[src/rtl/dac_arb_defs.sv]
// Shared definitions for the DAC arbiter (and the planned ADC arbiter).
// FSM state encodings and a modulo-increment helper for pointers.
package dac_arb_defs;

  localparam int STATE_WID = 2;

  localparam logic [STATE_WID-1:0] IDLE = 2'd0;
  localparam logic [STATE_WID-1:0] ARM  = 2'd1;
  localparam logic [STATE_WID-1:0] DONE = 2'd2;
  localparam logic [STATE_WID-1:0] GAP  = 2'd3;

  // (idx + 1) mod n, for round-robin pointers.
  function automatic int unsigned wrap_inc(
    input int unsigned idx,
    input int unsigned n
  );
    return (idx + 1 >= n) ? 0 : idx + 1;
  endfunction

endpackage

[src/rtl/dac_arbiter_if.sv]
// Requester and SPI-master handshake bundle for dac_arbiter.
// master: arbiter side; slave: requesters + SPI master side.
interface dac_arbiter_if #(
  parameter int NUM_REQ = 3,
  parameter int DAC_WID = 24
);

  logic [NUM_REQ-1:0]         req_arm;
  logic [NUM_REQ*DAC_WID-1:0] req_to_dac;
  logic [NUM_REQ*DAC_WID-1:0] req_from_dac;
  logic [NUM_REQ-1:0]         req_finished;
  logic [NUM_REQ-1:0]         req_lock;

  logic               dac_arm;
  logic [DAC_WID-1:0] dac_to_dac;
  logic [DAC_WID-1:0] dac_from_dac;
  logic               dac_finished;

  modport master (
    input  req_arm,
    input  req_to_dac,
    input  req_lock,
    input  dac_from_dac,
    input  dac_finished,
    output req_from_dac,
    output req_finished,
    output dac_arm,
    output dac_to_dac
  );

  modport slave (
    output req_arm,
    output req_to_dac,
    output req_lock,
    output dac_from_dac,
    output dac_finished,
    input  req_from_dac,
    input  req_finished,
    input  dac_arm,
    input  dac_to_dac
  );

endinterface

[src/rtl/dac_arbiter_rr_pick.sv]
// Combinational round-robin picker: first set bit of req at or after ptr.
// Ports: req (N), ptr (W) in; found, idx (W) out. Assumes ptr < N.
module rr_pick #(
  parameter int N = 3,
  parameter int W = 2
) (
  input  logic [N-1:0] req,
  input  logic [W-1:0] ptr,
  output logic         found,
  output logic [W-1:0] idx
);

  int         j;
  logic [W-1:0] jw;

  // Scan offsets from far to near so the nearest hit wins.
  always_comb begin
    found = 1'b0;
    idx   = '0;
    j     = 0;
    jw    = '0;
    for (int k = N - 1; k >= 0; k--) begin
      j = int'(ptr) + k;
      if (j >= N) j = j - N;
      jw = W'(j);
      if (req[jw]) begin
        found = 1'b1;
        idx   = jw;
      end
    end
  end

endmodule

[src/rtl/dac_arbiter.sv]
// Shares one DAC SPI master among NUM_REQ requesters, round-robin per
// transaction, with a forced idle gap between consecutive SPI commands.
// Ports: clk, rst (sync, active-high); bus (dac_arbiter_if.master) with
// per-requester arm/to_dac/from_dac/finished/lock and the SPI master
// handshake; busy (state != IDLE); grant (current or last owner).
// Optional: define DAC_ARB_LOCK_EN to let req_lock keep the bus for
// consecutive transactions of one requester.
module dac_arbiter
  import dac_arb_defs::*;
#(
  parameter int NUM_REQ          = 3,
  parameter int DAC_WID          = 24,
  parameter int WAIT_BETWEEN_CMD = 10,
  parameter int TIMER_WID        = 4,
  parameter int GRANT_WID        = 2
) (
  input  logic                 clk,
  input  logic                 rst,
  dac_arbiter_if.master        bus,
  output logic                 busy,
  output logic [GRANT_WID-1:0] grant
);

  localparam logic [TIMER_WID-1:0] GAP_LAST =
    TIMER_WID'(WAIT_BETWEEN_CMD > 0 ? WAIT_BETWEEN_CMD - 1 : 0);

  logic [STATE_WID-1:0] state;
  logic [GRANT_WID-1:0] ptr;
  logic [GRANT_WID-1:0] nxt;
  logic [GRANT_WID-1:0] pick_idx;
  logic [GRANT_WID-1:0] take_idx;
  logic [TIMER_WID-1:0] cnt;
  logic                 found;
  logic                 take;
  logic                 aborted;
  logic                 done_exit;
  logic                 gap_exit;
  logic                 lock_on;
  logic                 keep_ptr;

  rr_pick #(
    .N (NUM_REQ),
    .W (GRANT_WID)
  ) u_pick (
    .req   (bus.req_arm),
    .ptr   (ptr),
    .found (found),
    .idx   (pick_idx)
  );

  assign nxt = GRANT_WID'(wrap_inc(int'(grant), NUM_REQ));
  assign busy = (state != IDLE);

  assign done_exit = (state == DONE)
                   && !bus.req_arm[grant]
                   && !bus.dac_finished;

  assign gap_exit = (state == GAP) && (cnt == GAP_LAST);

`ifdef DAC_ARB_LOCK_EN
  logic lock;

  // With no gap the owner has no window to re-arm before IDLE,
  // so a lock could only starve the others; it never engages then.
  assign keep_ptr = bus.req_lock[grant]
                  && (WAIT_BETWEEN_CMD != 0);
  assign lock_on  = lock;

  always_ff @(posedge clk) begin
    if (rst) begin
      lock <= 1'b0;
    end else if (done_exit) begin
      lock <= keep_ptr;
    end else if (gap_exit && !bus.req_arm[grant]) begin
      lock <= 1'b0;
    end
  end
`else
  assign keep_ptr = 1'b0;
  assign lock_on  = 1'b0;

  wire unused_lock = &{1'b0, bus.req_lock};
`endif

  // A held lock re-grants only the owner and ignores everyone else.
  always_comb begin
    take     = found;
    take_idx = pick_idx;
    if (lock_on) begin
      take     = bus.req_arm[grant];
      take_idx = grant;
    end
  end

  always_ff @(posedge clk) begin
    if (rst) begin
      state            <= IDLE;
      grant            <= '0;
      ptr              <= '0;
      cnt              <= '0;
      aborted          <= 1'b0;
      bus.dac_arm      <= 1'b0;
      bus.dac_to_dac   <= '0;
      bus.req_from_dac <= '0;
      bus.req_finished <= '0;
    end else begin
      case (state)
        IDLE: begin
          if (take) begin
            grant          <= take_idx;
            bus.dac_to_dac <= bus.req_to_dac[
              int'(take_idx)*DAC_WID +: DAC_WID];
            bus.dac_arm    <= 1'b1;
            aborted        <= 1'b0;
            state          <= ARM;
          end
        end
        ARM: begin
          // The SPI transfer cannot be aborted; a dropped arm only
          // suppresses the finished pulse.
          if (!bus.req_arm[grant]) aborted <= 1'b1;
          if (bus.dac_finished) begin
            bus.req_from_dac[int'(grant)*DAC_WID +: DAC_WID]
              <= bus.dac_from_dac;
            bus.dac_arm <= 1'b0;
            bus.req_finished[grant]
              <= bus.req_arm[grant] && !aborted;
            state <= DONE;
          end
        end
        DONE: begin
          if (done_exit) begin
            bus.req_finished[grant] <= 1'b0;
            ptr   <= keep_ptr ? grant : nxt;
            cnt   <= '0;
            state <= (WAIT_BETWEEN_CMD == 0) ? IDLE : GAP;
          end
        end
        GAP: begin
          cnt <= cnt + 1'b1;
          if (gap_exit) state <= IDLE;
        end
        default: state <= IDLE;
      endcase
    end
  end

endmodule

[src/flat_wrapper.sv]
// flat-port wrapper written by rule: the top's interface ports become plain ports
module dac_arbiter_flat import dac_arb_defs::*;
#(
  parameter int NUM_REQ          = 3,
  parameter int DAC_WID          = 24,
  parameter int WAIT_BETWEEN_CMD = 10,
  parameter int TIMER_WID        = 4,
  parameter int GRANT_WID        = 2
)
  (clk, rst, busy, grant, bus_req_arm, bus_req_to_dac, bus_req_lock, bus_dac_from_dac, bus_dac_finished, bus_req_from_dac, bus_req_finished, bus_dac_arm, bus_dac_to_dac);
  dac_arbiter_if #(.NUM_REQ(NUM_REQ), .DAC_WID(DAC_WID)) bus_i ();
  input  logic clk;
  input  logic rst;
  output logic busy;
  output logic [GRANT_WID-1:0] grant;
  input wire logic [$bits(bus_i.req_arm)-1:0] bus_req_arm;
  input wire logic [$bits(bus_i.req_to_dac)-1:0] bus_req_to_dac;
  input wire logic [$bits(bus_i.req_lock)-1:0] bus_req_lock;
  input wire logic [$bits(bus_i.dac_from_dac)-1:0] bus_dac_from_dac;
  input wire logic [$bits(bus_i.dac_finished)-1:0] bus_dac_finished;
  output wire logic [$bits(bus_i.req_from_dac)-1:0] bus_req_from_dac;
  output wire logic [$bits(bus_i.req_finished)-1:0] bus_req_finished;
  output wire logic [$bits(bus_i.dac_arm)-1:0] bus_dac_arm;
  output wire logic [$bits(bus_i.dac_to_dac)-1:0] bus_dac_to_dac;
  assign bus_i.req_arm = bus_req_arm;
  assign bus_i.req_to_dac = bus_req_to_dac;
  assign bus_i.req_lock = bus_req_lock;
  assign bus_i.dac_from_dac = bus_dac_from_dac;
  assign bus_i.dac_finished = bus_dac_finished;
  assign bus_req_from_dac = bus_i.req_from_dac;
  assign bus_req_finished = bus_i.req_finished;
  assign bus_dac_arm = bus_i.dac_arm;
  assign bus_dac_to_dac = bus_i.dac_to_dac;
  dac_arbiter #(.NUM_REQ(NUM_REQ), .DAC_WID(DAC_WID), .WAIT_BETWEEN_CMD(WAIT_BETWEEN_CMD), .TIMER_WID(TIMER_WID), .GRANT_WID(GRANT_WID)) u_core (.clk(clk), .rst(rst), .bus(bus_i), .busy(busy), .grant(grant));
endmodule
[config.mk]
export PLATFORM = sky130hd
export DESIGN_NAME = dac_arbiter_flat
export DESIGN_NICKNAME = d
export VERILOG_FILES = /design/src/rtl/dac_arb_defs.sv /design/src/rtl/dac_arbiter_if.sv /design/src/rtl/dac_arbiter_rr_pick.sv /design/src/rtl/dac_arbiter.sv /design/src/flat_wrapper.sv
export SDC_FILE = /design/constraint.sdc
export NUM_CORES = 1
export LEC_CHECK = 0
export CAP_MARGIN = 20
export CORE_AREA = 3 3 127 129
export DETAILED_ROUTE_END_ITERATION = 6
export DIE_AREA = 0 0 130 132
export GPL_TIMING_DRIVEN = 0
export HOLD_SLACK_MARGIN = 0.05
export PLACE_DENSITY_LB_ADDON = 0.15
export REMOVE_ABC_BUFFERS = 1
export SLEW_MARGIN = 20
export SYNTH_ARGS = -nofsm -noshare
export SYNTH_HDL_FRONTEND = slang
export SYNTH_SLANG_ARGS = --single-unit
[constraint.sdc]
create_clock -name clk -period 5.3 [get_ports clk]
set_clock_uncertainty 0.1 [all_clocks]
set_input_delay 1.06 -clock clk [delete_from_list [all_inputs] [get_ports clk]]
set_output_delay 1.06 -clock clk [all_outputs]
set_load 0.02 [all_outputs]
**After elaboration in Yosys (flattened, before gate mapping)**

Cells that the tools add are included.
Widths: inputs -> output; s select.

- $lt $le $gt $ge: 9
- Add/sub/neg operators: 8
- Muxes and demuxes: 38
- Reduce and logical (&&, ||, !) cells: 21
- Shift operators: 3
- Bitwise operators: 2
- Equal/unequal tests: 9
- $mul: 2

Operator list:

| operator | number |
|---|---|
| $bwmux 72 | 1 |
| $shift 24x33->72 const A | 1 |
| $shiftx 24x33->72 | 1 |
| $shiftx 72x32->24 | 1 |
| $neg 32->33 | 1 |
| $mux 2 | 11 |
| $lt 2x3->1 const B | 4 |
| $mux 1 | 12 |
| $ge 3x2->1 const B | 3 |
| $reduce_and 3->1 | 3 |
| $bmux 1 s2 | 4 |
| $mul 2x2->4 const B | 2 |
| $pmux 2 s4 | 1 |
| $pmux 4 s2 | 1 |
| $reduce_and 2->1 | 4 |
| $reduce_bool 2->1 | 4 |
| $add 2x1->3 const B | 2 |
| $mux 3 | 2 |
| $ne 2x1->1 const B | 3 |
| $pmux 3 s2 | 1 |
| $sub 2x2->2 const B | 3 |
| $logic_and 1x1->1 | 5 |
| $add 4x1->4 const B | 1 |
| $eq 2x2->1 const B | 2 |
| other kinds (15) | 19 |

- Output and inout port bits: 103
- Input bits: 105
- Word-level logic and storage cells: 101
- Register bits after elaboration: 111

**Logic depth before layout (Yosys ltp)**

- Depth after elaboration: 10
- Depth in mapped cells: 11
- Mapped depth without buffers: 8

**Modules after synthesis**

A second synthesis with hierarchy kept.

- Cell total of the unflattened synthesis: 595
- Area, all modules: 5,421.4 sq um

Modules (own cells, without submodules):

| module | times used | sequential area each (sq um) | area an instance (sq um) | cells an instance |
|---|---|---|---|---|
| dac_arbiter | 1 | 2,222.1 | 5,230.0 | 568 |
| rr_pick | 1 | 0.0 | 191.4 | 27 |

**Least setup slack after synthesis**

OpenSTA, ideal clock, no wires.

- Kind: reg2reg
- From: register u_core.grant[0]
- To: register u_core.bus.req_from_dac[58]
- Arrival time: 2,639 ps
- Data required time: 5,135 ps
- Stages on the path, launching flop included: 11
- Slack: 2,496 ps
- Buffers on the path: 4
- Path through: dfxtp_1 -> buf_1 -> inv_1 -> clkbuf_1 -> ha_1 -> buf_1 -> buf_2 -> a21oi_1 -> a211oi_1 -> a22oi_1 -> nor2_1

- Longest elaborated chain between the ends: 4

RTL lines:

| what | line | source |
|---|---|---|
| start: declaration | dac_arbiter.sv:21 | `output logic [GRANT_WID-1:0] grant` |
| start signal: assignment | dac_arbiter.sv:110 | `grant <= take_idx;` |
| $mul 2x2->4 * | dac_arbiter.sv:123 | `bus.req_from_dac[int'(grant)*DAC_WID +: DAC_WID]` |
| $neg 32->33 * | dac_arbiter.sv:123 |  |
| $shiftx 24x33->72 or $shift 24x33->72 (tied branches) | dac_arbiter.sv:123 |  |
| $bwmux 72 * | dac_arbiter.sv:123 |  |
| end signal: assignment | dac_arbiter.sv:104 | `bus.req_from_dac <= '0;` |
| end: declaration | dac_arbiter_if.sv:25 | `output req_from_dac,` |

Every way passes the cells marked *; elsewhere a longest branch is shown, timed or not.
A chain may end at the register's enable or synchronous reset.

**Worst setup path after layout**

- From: input bus_dac_finished
- To: register u_core.bus.req_from_dac[66]

- Longest elaborated chain between the ends: 1

RTL lines:

| what | line | source |
|---|---|---|
| start: declaration | flat_wrapper.sv:20 | `input wire logic [$bits(bus_i.dac_finished)-1:0] bus_dac_finished;` |
| $reduce_and 2->1 (no source line) | n/a |  |

No other way between the ends.

==> metrics.txt <==
top_reg_cell synth sky130_fd_sc_hd__dfxtp_1; via count of the first global-routing pass 5302; hold slack final 0.360 ns; Hold Vio Cnt, Final 0; peak ir drop on the vdd network 0.000258 V; critical path fanouts, max 26; worst reg2reg path depth 6; startpoint types input pin; number of clock buffers inserted by TritonCTS 9; clock-pin slew on the worst setup and hold paths 0.08 ns; number of cells produced by synthesis 618; input/output buffers 204; clock root buffer sky130_fd_sc_hd__clkbuf_16; number of buffers on the longest clock path 2; height of the chip 132 um; sum of negative setup slack 0 ns; source of the worst hold timing path u_core.bus.req_from_dac[55]$_SDFFE_PP0P_; layout filler cell count 1384; Relative slew margins 24.7%; first-pass iteration count of the detailed router 5; number of different library cells in the post-synthesis netlist 48; CP Data Required Time 5.50 ns; number of nets in the finished design 911; top cell types by occurrence after synthesis sky130_fd_sc_hd__dfxtp_1, sky130_fd_sc_hd__nor2_1, sky130_fd_sc_hd__a22oi_1; upper clock frequency limit 293 MHz; die area 17200 um^2; source-to-sink clock delay at the later pin of the worst-skew pair 0.35 ns; post-route cell area 7910 um^2; share of the cycle needed by the critical path after routing 64.3%; CTS tree done; pin count of the biggest net entering global routing 52; routed length per placed instance 18.4 um; H-Tree Level Count 3; horizontal die dimension 130 um; cell count after placement 967; average footprint of a synthesized cell 8.78 um^2; final cell count without fillers 983; number of I/O pins 208; total vias in the final route 5504; half-perimeter wire length after placement 13.1 mm; number of storage elements in the synthesis netlist 111; Final Wtd Congestion 0.865; flop-to-flop setup slack 2.07 ns; diode count 0; Yosys top cell area share 41.0%; number of pins with negative max-slew slack in the final report 0; Critical Setup Path Class in -> reg; slew at the pin with the worst max-slew slack 1.13 ns; layout cells sized above 1 5.03%; placeable core area 15100 um^2; number of DRC violations after detailed routing 0; fraction of synthesis flops using an asynchronous set or reset pin 0%; Post-DRT Antenna Nets 0; path category of the worst min-delay check reg -> reg; standard cell area after detailed placement 7570 um^2; count of instances resized after the clock tree is built 0; post-detailed-route via-to-cell ratio 5.60; post-synthesis instance area 5430 um^2; number of antenna violations at the first check in global routing 0; endpoint of the worst-slack reg-to-reg timing path u_core.bus.req_from_dac[21]$_SDFFE_PP0P_; warnings from Yosys 0; cell types with the largest area share after synthesis sky130_fd_sc_hd__dfxtp_1, sky130_fd_sc_hd__mux2i_1, sky130_fd_sc_hd__a22oi_1; number of sinks handled by clock tree synthesis 111; Area Growth Syn to Fin 45.7%; source of the worst register-to-register timing path u_core.grant[0]$_SDFFE_PP0P_; Arr. time, crit path 3.61 ns; dominant cell by count in the synthesized netlist sky130_fd_sc_hd__dfxtp_1; power density relative to cell area 382 nW/um^2; Worst Hold Depth 2; most area-hungry cell type in the Yosys netlist sky130_fd_sc_hd__dfxtp_1; hold bufs inserted after CTS 0; number of flops mapped to enable cells by yosys 0; starting density of the core 35.8%; standard-cell row count 45; hold worst-path end u_core.bus.req_from_dac[55]$_SDFFE_PP0P_; sequential-to-total area share from yosys stat 41.0%; post-CTS repair timing setup buffer count 0; violation count after the first detailed-route iteration 381; min cycle time layout 3.41 ns; static power due to leakage 2.86 nW; RSZ-0062 raised after global routing false; number of endpoints failing setup at the final stage 0; overall global routing resource usage 20.4%; Worst Setup End Kind register; result of the run complete, no violations; global-route wire length before repair 28.3 mm; number of max-cap violations 0; post-detailed-routing wire length 18.1 mm; global-route congestion overflow total 0
==> logic make-up after synthesis <==
group           synth area share (%)
compound gates                  24.3
fa+ha+maj                       3.69
flops                           41.0
mux                             9.55
buf+inv                         5.63
simple gates                    15.8
==> through the flow <==
stage | setup WS (ns) | utilization, % | total power, mW
after floorplan | 0.313 | - | 1.75
after global placement | -1.91 | 49.2 | 2.24
after detailed placement | 1.03 | 50.0 | 2.30
after CTS | 1.43 | 52.1 | 3.04
after global routing | 1.73 | 52.2 | 3.19
final | 1.89 | 52.2 | 3.02
==> cells in the final DEF, fill, tap and decap left out, drive strengths merged, types with 2 or more instances in the layout <==
cell type      instances
nand3b                 6
o21a                   2
nor2                  93
a221oi                 6
a211oi                 7
nand3                 28
o21ai                 39
nand2                 41
clkbuf                10
a32oi                 29
clkinvlp               2
a22oi                 64
nor3                  13
clkdlybuf4s50        203
a31oi                  5
nor4bb                 2
nand2b                 2
and3                   3
inv                   18
mux2i                 49
nor2b                  2
dfxtp                111
a21oi                 19
buf                    7
ha                    16
==> power by group <==
part | leakage [nW] | internal, mW | switching, mW
Combinational | 1.81 | 0.520 | 0.767
Sequential | 0.901 | 0.939 | 0.0700
Clock | 0.149 | 0.388 | 0.336
Total | 2.86 | 1.85 | 1.17
==> registers in the layout, indices dropped and copies added, names as in the netlist <==
name / cells
u_core.bus.dac_to_dac: 24
u_core.ptr: 2
u_core.bus.req_finished: 3
u_core.aborted: 1
u_core.state: 2
u_core.bus.dac_arm: 1
u_core.bus.req_from_dac: 72
u_core.cnt: 4
u_core.grant: 2
==> how the worst max path moves through the flow <==
stage          slack (ns)                                        to                          from
2_1_floorplan        0.31  u_core.bus.req_from_dac[24]$_SDFFE_PP0P_  u_core.grant[0]$_SDFFE_PP0P_
6_report             1.89  u_core.bus.req_from_dac[66]$_SDFFE_PP0P_              bus_dac_finished
3_3_place_gp        -1.91  u_core.bus.req_from_dac[25]$_SDFFE_PP0P_  u_core.grant[0]$_SDFFE_PP0P_
4_1_cts              1.43  u_core.bus.req_from_dac[66]$_SDFFE_PP0P_              bus_dac_finished
3_5_place_dp         1.03  u_core.bus.req_from_dac[66]$_SDFFE_PP0P_              bus_dac_finished
5_1_grt              1.73  u_core.bus.req_from_dac[69]$_SDFFE_PP0P_              bus_dac_finished
==> layer usage <==
metal  share of wire [%]  GRT usage (%)
met5                   0              0
met4                0.75           2.71
met3                 6.9           5.59
met2                  49           34.4
met1                  43           26.7
==> area by class of cell <==
cell class	instances	area, um^2	share of cell area [%]
inverters	15	56.3	0.712
multi-input cells	443	2930	37.1
well taps	188	235	2.98
clock buffers	10	239	3.02
flip-flops and latches	111	2220	28.1
repair buffers	210	2140	27.1
clock inverters	6	76.3	0.965
==> worst max-delay path, stage by stage <==
cell and delay (ns):
sky130_fd_sc_hd__clkdlybuf4s50_1 0.70, sky130_fd_sc_hd__nand3_2 0.60, sky130_fd_sc_hd__nor2_2 0.93, sky130_fd_sc_hd__a22oi_1 0.16
sky130_fd_sc_hd__nor2_1 0.15
No activity file was read; power rests on OpenSTA's default activity.
